[src/rtl/rvfi_trace_serializer.sv]
// Buffers RVFI retire records in a small FIFO and streams each one out as six
// 32-bit trace words over a valid/ready port, tagging records with a sequence number.
module rvfi_trace_serializer #(
  parameter int DEPTH = 4
) (
  input  logic        clock,
  input  logic        reset,
  input  logic        rvfi_valid,
  input  logic [31:0] rvfi_insn,
  input  logic [31:0] rvfi_pc_rdata,
  input  logic [4:0]  rvfi_rs1_addr,
  input  logic [4:0]  rvfi_rs2_addr,
  input  logic [4:0]  rvfi_rd_addr,
  input  logic [31:0] rvfi_rd_wdata,
  input  logic [31:0] rvfi_mem_addr,
  input  logic [31:0] rvfi_mem_wdata,
  input  logic [3:0]  rvfi_mem_wmask,
  output logic        out_valid,
  input  logic        out_ready,
  output logic [31:0] out_data,
  output logic        out_last,
  output logic [7:0]  drop_count,
  output logic [12:0] seq_num
);

  localparam int AW = $clog2(DEPTH);

  typedef struct packed {
    logic [31:0] pc;
    logic [31:0] insn;
    logic [4:0]  rd;
    logic [4:0]  rs1;
    logic [4:0]  rs2;
    logic [3:0]  wmask;
    logic [12:0] seq;
    logic [31:0] rd_wdata;
    logic [31:0] mem_addr;
    logic [31:0] mem_wdata;
  } rec_t;

  typedef enum logic {IDLE, SEND} state_t;

  rec_t          mem_q [DEPTH];
  rec_t          mem_d [DEPTH];
  logic [AW-1:0] wr_ptr_q, wr_ptr_d, rd_ptr_q, rd_ptr_d;
  logic [AW:0]   count_q, count_d;
  state_t        state_q, state_d;
  logic [2:0]    idx_q, idx_d;
  logic [12:0]   seq_q, seq_d;
  logic [7:0]    drop_q, drop_d;

  logic full, hs, pop, push, drop;
  rec_t head;

  always_comb begin
    full = (count_q == (AW+1)'(DEPTH));
    hs   = (state_q == SEND) && out_ready;
    pop  = hs && (idx_q == 3'd5);
    // A full FIFO still accepts a retire when the head leaves in the same cycle.
    push = rvfi_valid && (!full || pop);
    drop = rvfi_valid && full && !pop;

    mem_d    = mem_q;
    wr_ptr_d = wr_ptr_q;
    rd_ptr_d = rd_ptr_q;
    count_d  = count_q;
    idx_d    = idx_q;
    seq_d    = seq_q;
    drop_d   = drop_q;

    if (push) begin
      mem_d[wr_ptr_q] = '{pc: rvfi_pc_rdata, insn: rvfi_insn, rd: rvfi_rd_addr,
                          rs1: rvfi_rs1_addr, rs2: rvfi_rs2_addr, wmask: rvfi_mem_wmask,
                          seq: seq_q, rd_wdata: rvfi_rd_wdata, mem_addr: rvfi_mem_addr,
                          mem_wdata: rvfi_mem_wdata};
      wr_ptr_d = wr_ptr_q + AW'(1);
    end
    if (pop) rd_ptr_d = rd_ptr_q + AW'(1);
    count_d = count_q + (AW+1)'(push) - (AW+1)'(pop);

    if (rvfi_valid) seq_d = seq_q + 13'd1;
    if (drop && drop_q != 8'hff) drop_d = drop_q + 8'd1;

    if (pop)     idx_d = 3'd0;
    else if (hs) idx_d = idx_q + 3'd1;

    // Entering SEND on the push edge itself gives W0 the cycle after capture.
    state_d = (count_d != '0) ? SEND : IDLE;
  end

  always_ff @(posedge clock) begin
    mem_q <= mem_d;
    if (reset) begin
      wr_ptr_q <= '0;
      rd_ptr_q <= '0;
      count_q  <= '0;
      state_q  <= IDLE;
      idx_q    <= 3'd0;
      seq_q    <= 13'd0;
      drop_q   <= 8'd0;
    end else begin
      wr_ptr_q <= wr_ptr_d;
      rd_ptr_q <= rd_ptr_d;
      count_q  <= count_d;
      state_q  <= state_d;
      idx_q    <= idx_d;
      seq_q    <= seq_d;
      drop_q   <= drop_d;
    end
  end

  always_comb begin
    head      = mem_q[rd_ptr_q];
    out_valid = (state_q == SEND);
    out_last  = out_valid && (idx_q == 3'd5);
    out_data  = 32'd0;
    if (out_valid) begin
      case (idx_q)
        3'd0:    out_data = head.pc;
        3'd1:    out_data = head.insn;
        3'd2:    out_data = {head.rd, head.rs1, head.rs2, head.wmask, head.seq};
        3'd3:    out_data = head.rd_wdata;
        3'd4:    out_data = head.mem_addr;
        3'd5:    out_data = head.mem_wdata;
        default: out_data = 32'd0;
      endcase
    end
    drop_count = drop_q;
    seq_num    = seq_q;
  end

endmodule
[config.mk]
export PLATFORM = sky130hd
export DESIGN_NAME = rvfi_trace_serializer
export DESIGN_NICKNAME = d
export VERILOG_FILES = /design/src/rtl/rvfi_trace_serializer.sv
export SDC_FILE = /design/constraint.sdc
export NUM_CORES = 1
export LEC_CHECK = 0
export BUFFER_PORTS_ARGS = -buffer_cell sky130_fd_sc_hd__buf_4
export CAP_MARGIN = 20
export CORE_UTILIZATION = 35
export CTS_CLUSTER_DIAMETER = 80
export DETAILED_ROUTE_END_ITERATION = 10
export GPL_TIMING_DRIVEN = 0
export PLACE_DENSITY_LB_ADDON = 0.08
export RECOVER_POWER = 25
export SLEW_MARGIN = 20
export SYNTH_ARGS = -nofsm -noshare
export SYNTH_HDL_FRONTEND = slang
export SYNTH_SLANG_ARGS = --single-unit
[constraint.sdc]
create_clock -name clock -period 5.7 [get_ports clock]
set_input_delay 0.285 -clock clock [delete_from_list [all_inputs] [get_ports clock]]
set_output_delay 0.285 -clock clock [all_outputs]
set_load 0.005 [all_outputs]
# ---- After elaboration in Yosys (flattened, before gate mapping)
# Cells that the tools add are included.
dict set report word_totals {
  regBits 800
  input_bits 183
  output_inout_bits 55
  elab_cells 89
}
dict set report classes {
  addsub 7
  magnitude_cmp 3
  eq_ne 7
  muxes 9
  bitwise_logic 2
  n_reduce_logical 14
}
# operator n
set ops {}
lappend ops {{$bwmux W768} 1}
lappend ops {{$mux W192} 3}
lappend ops {{$bmux W192 S2} 1}
lappend ops {{$demux W192 S2} 1}
lappend ops {{$pmux W32 S6} 1}
lappend ops {{$mux W32} 1}
lappend ops {{$add A13 B1 Y13 const B} 1}
lappend ops {{$eq A3 B3 Y1 const B} 3}
lappend ops {{$add A8 B1 Y8 const B} 1}
lappend ops {{$logic_and A1 B1 Y1} 8}
lappend ops {{$ne A8 B8 Y1 const B} 1}
lappend ops {{$eq A3 B2 Y1 const B} 2}
lappend ops {{$ge A3 B3 Y1 const B} 2}
lappend ops {{$not A2 Y3} 2}
lappend ops {{$add A2 B1 Y2 const B} 2}
lappend ops {{$add A3 B1 Y3} 1}
lappend ops {{$add A3 B1 Y3 const B} 1}
lappend ops {{$eq A3 B1 Y1 const B} 1}
lappend ops {{$logic_not A3 Y1} 1}
lappend ops {{$lt A3 B1 Y1 const B} 1}
lappend ops {{$reduce_bool A3 Y1} 1}
lappend ops {{$sub A3 B1 Y3} 1}
lappend ops {{$logic_not A1 Y1} 2}
lappend ops {{$reduce_or A2 Y1} 1}
lappend ops {{2 further kinds} 2}

# ---- Depth between registers and ports, before layout
dict set report logic_depth {
  ltp_word 8
  mapped_depth 12
  ltp_nobuf 12
}

# ---- Worst setup path before layout
# No wires, ideal clock.
dict set report synth_timing {
  path_kind {register to register}
  startpoint {reg idx_q[1]}
  endpoint {reg mem_q[0] in the netlist's numbering, enable pin}
  setup_ps 576
  t_arrival_ps 5701
  path_slack_ps -577
  stages_incl_launch_ff 6
  n_path_buf 0
  period_less_slack_ps 6277
  path_cell_list {dfxtp_1 inv_1 ha_1 nand4_2 a31oi_1 and2_1}
}
dict set report synth_between {
  elab_chain_len 4
}
# item line_no
set synth_lines {}
lappend synth_lines {{start: declaration} 48} ;# logic [2:0] idx_q, idx_d;
lappend synth_lines {{start signal: assignment} 106} ;# idx_q <= idx_d;
lappend synth_lines {{$eq A3 B3 Y1} 58} ;# pop = hs && (idx_q == 3'd5);
lappend synth_lines {{$logic_and A1 B1 Y1} 58}
lappend synth_lines {{$logic_or A1 B1 Y1} 60} ;# push = rvfi_valid && (!full || pop);
lappend synth_lines {{$logic_and A1 B1 Y1} 60}
lappend synth_lines {{end signal: assignment} 92} ;# mem_q <= mem_d;
lappend synth_lines {{end: declaration} 43} ;# rec_t mem_q [DEPTH];
# Every way passes these cells.
# A chain may end at the register's enable or synchronous reset.

# ---- Final worst setup path
dict set report layout_timing {
  startpoint {reg idx_q[0]}
  endpoint {out out_data[13]}
}
dict set report layout_between {
  elab_chain_len 3
}
# item line_no
set layout_lines {}
lappend layout_lines {{$eq A3 B3 Y1, or another cell as far along} 118} ;# case (idx_q)
lappend layout_lines {{$pmux W32 S6 *} 118}
lappend layout_lines {{$mux W32 *} 117} ;# if (out_valid) begin
lappend layout_lines {{end: declaration} 20} ;# output logic [31:0] out_data,
# Every way passes the cells marked *; elsewhere a longest branch is shown, timed or not.

==> results.txt <==
For this block, the initial DRC count from the detailed router was 1156. The routed length per placed instance is 25.9 um. The final-stage net count is 2369. The largest total area in the synthesized netlist belongs to sky130_fd_sc_hd__edfxtp_1. The path class of the tightest hold or removal check is in2reg. The sequential power share is 50.4%. The number of vias per cell after detailed routing came out at 5.04.

The layout cell share with drive strength beyond 1 is 17.2%. The final worst setup slack came out at 1.14 ns. The remaining routing DRC violations is 0. During synthesis, Yosys emitted a total of 0 warnings. The maximum fanout count along the critical path is 10. The run finished with clean final reports. The per-instance average area after synthesis is 18.7 um^2. The placement-stage worst setup slack came out at 1.76 ns. STA classifies the critical path endpoint as a primary output. The critical path goes through inv_1 -> ha_1 -> or3b_1 -> clkbuf_1 -> clkbuf_1 -> o22ai_1 -> nor3_1 -> a21oi_1 -> buf_4. The share of total power consumed by net switching came out at 23.4%. The number of pins with negative max-slew slack in the final report is 0. The worst-margin pin slew came out at 1.22 ns. The placement row count is 108. The core box area came out at 87000 um^2.

The number of global-route vias before repair came to 17685. The routed layout has 17121 vias. The clock-pin slew of the registers on the worst-case setup and hold paths came out at 0.06 ns. The number of fillers in the final layout is 7780. TritonCTS built the clock tree. Clock tree synthesis found a total of 800 sinks. The number of top-level pins came out at 238. The overall routing resource usage came out at 19.6%. The number of synthesized flops with an enable pin is 768. The dominant register cell in the synthesized netlist is sky130_fd_sc_hd__edfxtp_1. The total power after layout is 14.3 mW. The worst path required time is 5.41 ns.

The peak supply drop is 209 uV. Combinational logic is responsible for 10.9% of the overall power. The clock skew after layout came out at 0.0194 ns. Measured along the x axis, the die boundary spans 299 um. After detailed routing, the total wire length is 87800 um.

The H-tree depth is 3. Cells fill 44.5% of the core in the end. The gate count after technology mapping is 1648.

The total half-perimeter wirelength after legalization and detailed placement came out at 57200 um. The critical path's most frequent cell is sky130_fd_sc_hd__clkbuf_1. At the later pin of the worst-skew pair, clock insertion delay measures 0.63 ns. The initial antenna violation count came to 8.

The first detailed-routing pass ran for 5 iterations. After synthesis, the cell types taking the most area are sky130_fd_sc_hd__edfxtp_1 75%, sky130_fd_sc_hd__mux2i_1 10%, sky130_fd_sc_hd__o22ai_1 3.2%. The slowest stage of the critical path belongs to the cell sky130_fd_sc_hd__nor3_1. The fraction of the yosys area taken by sequential cells came out at 76.9%.

The buffer depth of the longest clock path came out at 3. The footprint of the multi-input gates came out at 6560 um^2. Across the run, the number of max-cap violations was 0.

Synthesis instantiated 41 different standard cells from the library. Registers take 23700 um^2. The cell sitting at the root of the clock tree is a sky130_fd_sc_hd__clkbuf_16. The count of buffers from port buffering came out at 236. Setup repair after global routing left no endpoint under its margin.

Post-CTS timing repair inserted 0 buffers for setup. The area added between synthesis and finish came out at 25.8%. The final global-route overflow total came out at 0.

The starting utilization of the core area is 35.4%. The total die area is 89200 um^2. The maximum single-stage delay on the critical path is 0.94 ns. The total negative slack for setup checks came out at 0 ns. The power density over the cells came out at 368 nW/um^2. The data arrival time of the worst path came out at 4.27 ns. The synthesis-stage register bit count is 800.

The clock buffer count from CTS is 86. The highest clock rate is 219 MHz. Internal power comes to 10.9 mW. STA classifies the critical path startpoint as a flip-flop. The share of synthesized flip-flops with an asynchronous set or reset came out at 0%. The share of the synthesized area in the top cell type is 74.9%. The number of endpoints with negative hold slack in the final report is 0. The leakage dissipation is 12.2 nW.

The worst slew slack as a fraction of its limit came out at 18.1%. The part of the total power dissipated in the clock network came out at 38.7%. Routability-driven placement finished with a final weighted congestion of 0.791. The switching component of the power came out at 3.34 mW. The largest net degree at the start of global routing is 43. The classification of the worst setup path is reg2out. The vertical die dimension is 299 um. The number of antenna-violating nets in the routed design came out at 0.

The post-route clock period utilization is 80.0%. The first-pass GRT wire length is 125000 um. The clock period minus final worst setup slack is 4.56 ns. The post-route worst hold slack came out at 0.0453 ns.

The net count after synthesis came out at 1845. The total setup violations reported at the end of the flow came out at 0. The mapped netlist covers 30800 um^2.
[critical path: cells and delay by family (launching register included)]
kind                     cells  cell delay [ns]
AND/OR/NAND/NOR              2             1.16
AO/OA/AOI/OAI                2             0.41
flip-flops                   1             0.36
buffers and inverters        4             1.39
adder cells (fa/ha/maj)      1             0.33
[synth_stat cells, drive strengths merged, types with 2 or more instances]
master,count
a31oi,2
mux4,32
xor2,10
or3,2
a21oi,42
nor2b,3
nor2,22
nand2,8
xnor2,6
o22ai,160
nor3,33
edfxtp,768
or4,5
inv,14
o31ai,4
nand4,7
or3b,3
nand3,7
a211oi,32
dfxtp,32
o21ai,3
mux2i,323
buf,52
nand3b,6
a22oi,2
ha,13
o41ai,2
and4,5
clkbuf,40
and2,5
and3,3
[final timing paths]
kind | depth (start not counted) | slack, ns | endpoint | start
hold / removal | 3 | 0.05 | seq_num[0] | rvfi_valid
setup / recovery | 9 | 1.14 | out_data[13] | idx_q[0]
setup reg to reg | 8 | 2.12 | mem_q[628] | idx_q[1]
hold reg to reg | 2 | 0.50 | drop_count[5] | drop_count[5]
[power by group through the flow]
stage	clock [mW]	sequential, mW	combinational (mW)
final	5.51	7.19	1.56
after detailed placement	0	7.31	1.51
after global placement	0	7.42	1.37
after floorplan	0	7.34	0.652
after CTS	5.64	7.19	1.62
after global routing	5.88	7.23	1.67
[metrics by stage]
| step | instances | area, um^2 |
|---|---|---|
| floorplan | 1648 | 30800 |
| global placement | 3039 | 34000 |
| detailed placement | 3059 | 34500 |
| CTS | 3391 | 39100 |
| global route | 3394 | 38700 |
| finish | 3394 | 38700 |
[state kept, by name, indices dropped and copies added, names as in the netlist]
signal      flops
drop_count      8
seq_num        13
mem_q         768
rd_ptr_q        2
idx_q           3
wr_ptr_q        2
out_valid       1
count_q         3
[layout by cell type (no fill, tap or decap), types with 31 or more instances in the layout]
| cell type | instances |
|---|---|
| sky130_fd_sc_hd__mux4_2 | 32 |
| sky130_fd_sc_hd__o22ai_1 | 159 |
| sky130_fd_sc_hd__nor3_1 | 31 |
| sky130_fd_sc_hd__clkbuf_16 | 92 |
| sky130_fd_sc_hd__mux2i_1 | 323 |
| sky130_fd_sc_hd__dfxtp_1 | 32 |
| sky130_fd_sc_hd__dlygate4sd3_1 | 180 |
| sky130_fd_sc_hd__clkbuf_1 | 164 |
| sky130_fd_sc_hd__a21oi_1 | 32 |
| sky130_fd_sc_hd__edfxtp_1 | 768 |
| sky130_fd_sc_hd__buf_4 | 164 |
[layout make-up]
class	count	area share (%)
flip-flops and latches	800	61.2
multi-input cells	742	16.9
repair buffers	436	9.45
clock buffers	118	6.35
well taps	1155	3.73
plain buffers	92	1.36
clock inverters	34	0.862
inverters	14	0.136
diodes	3	0.0194
[kinds of logic (layout without fill, tap and decap cells)]
group	Yosys count	in the layout	share of synthesized area [%]
flops	800	800	76.9
mux	355	355	12.8
compound gates	247	247	5.33
simple gates	110	110	1.98
buf+inv	106	694	1.88
xor+xnor	16	16	0.455
fa+ha+maj	14	14	0.593
other cells	0	3	0
[timing repair]
| action | 4_1_cts | 5_1_grt |
|---|---|---|
| endpoints found under the hold margin | 718 | 0 |
| resized for setup | 0 | 0 |
| endpoints found under the setup margin | 0 | 0 |
| hold buffers | 180 | 0 |
[per-layer routing]
| layer | track usage, % | routed length [um] | vias to the layer above |
|---|---|---|---|
| met5 | 0 | 69 | - |
| met4 | 5.41 | 1900 | 10 |
| met3 | 4.25 | 5060 | 119 |
| met2 | 32.2 | 42800 | 449 |
| met1 | 26.3 | 38000 | 8757 |
| li1 | - | - | 7786 |
(Power assumes the default switching activity.)
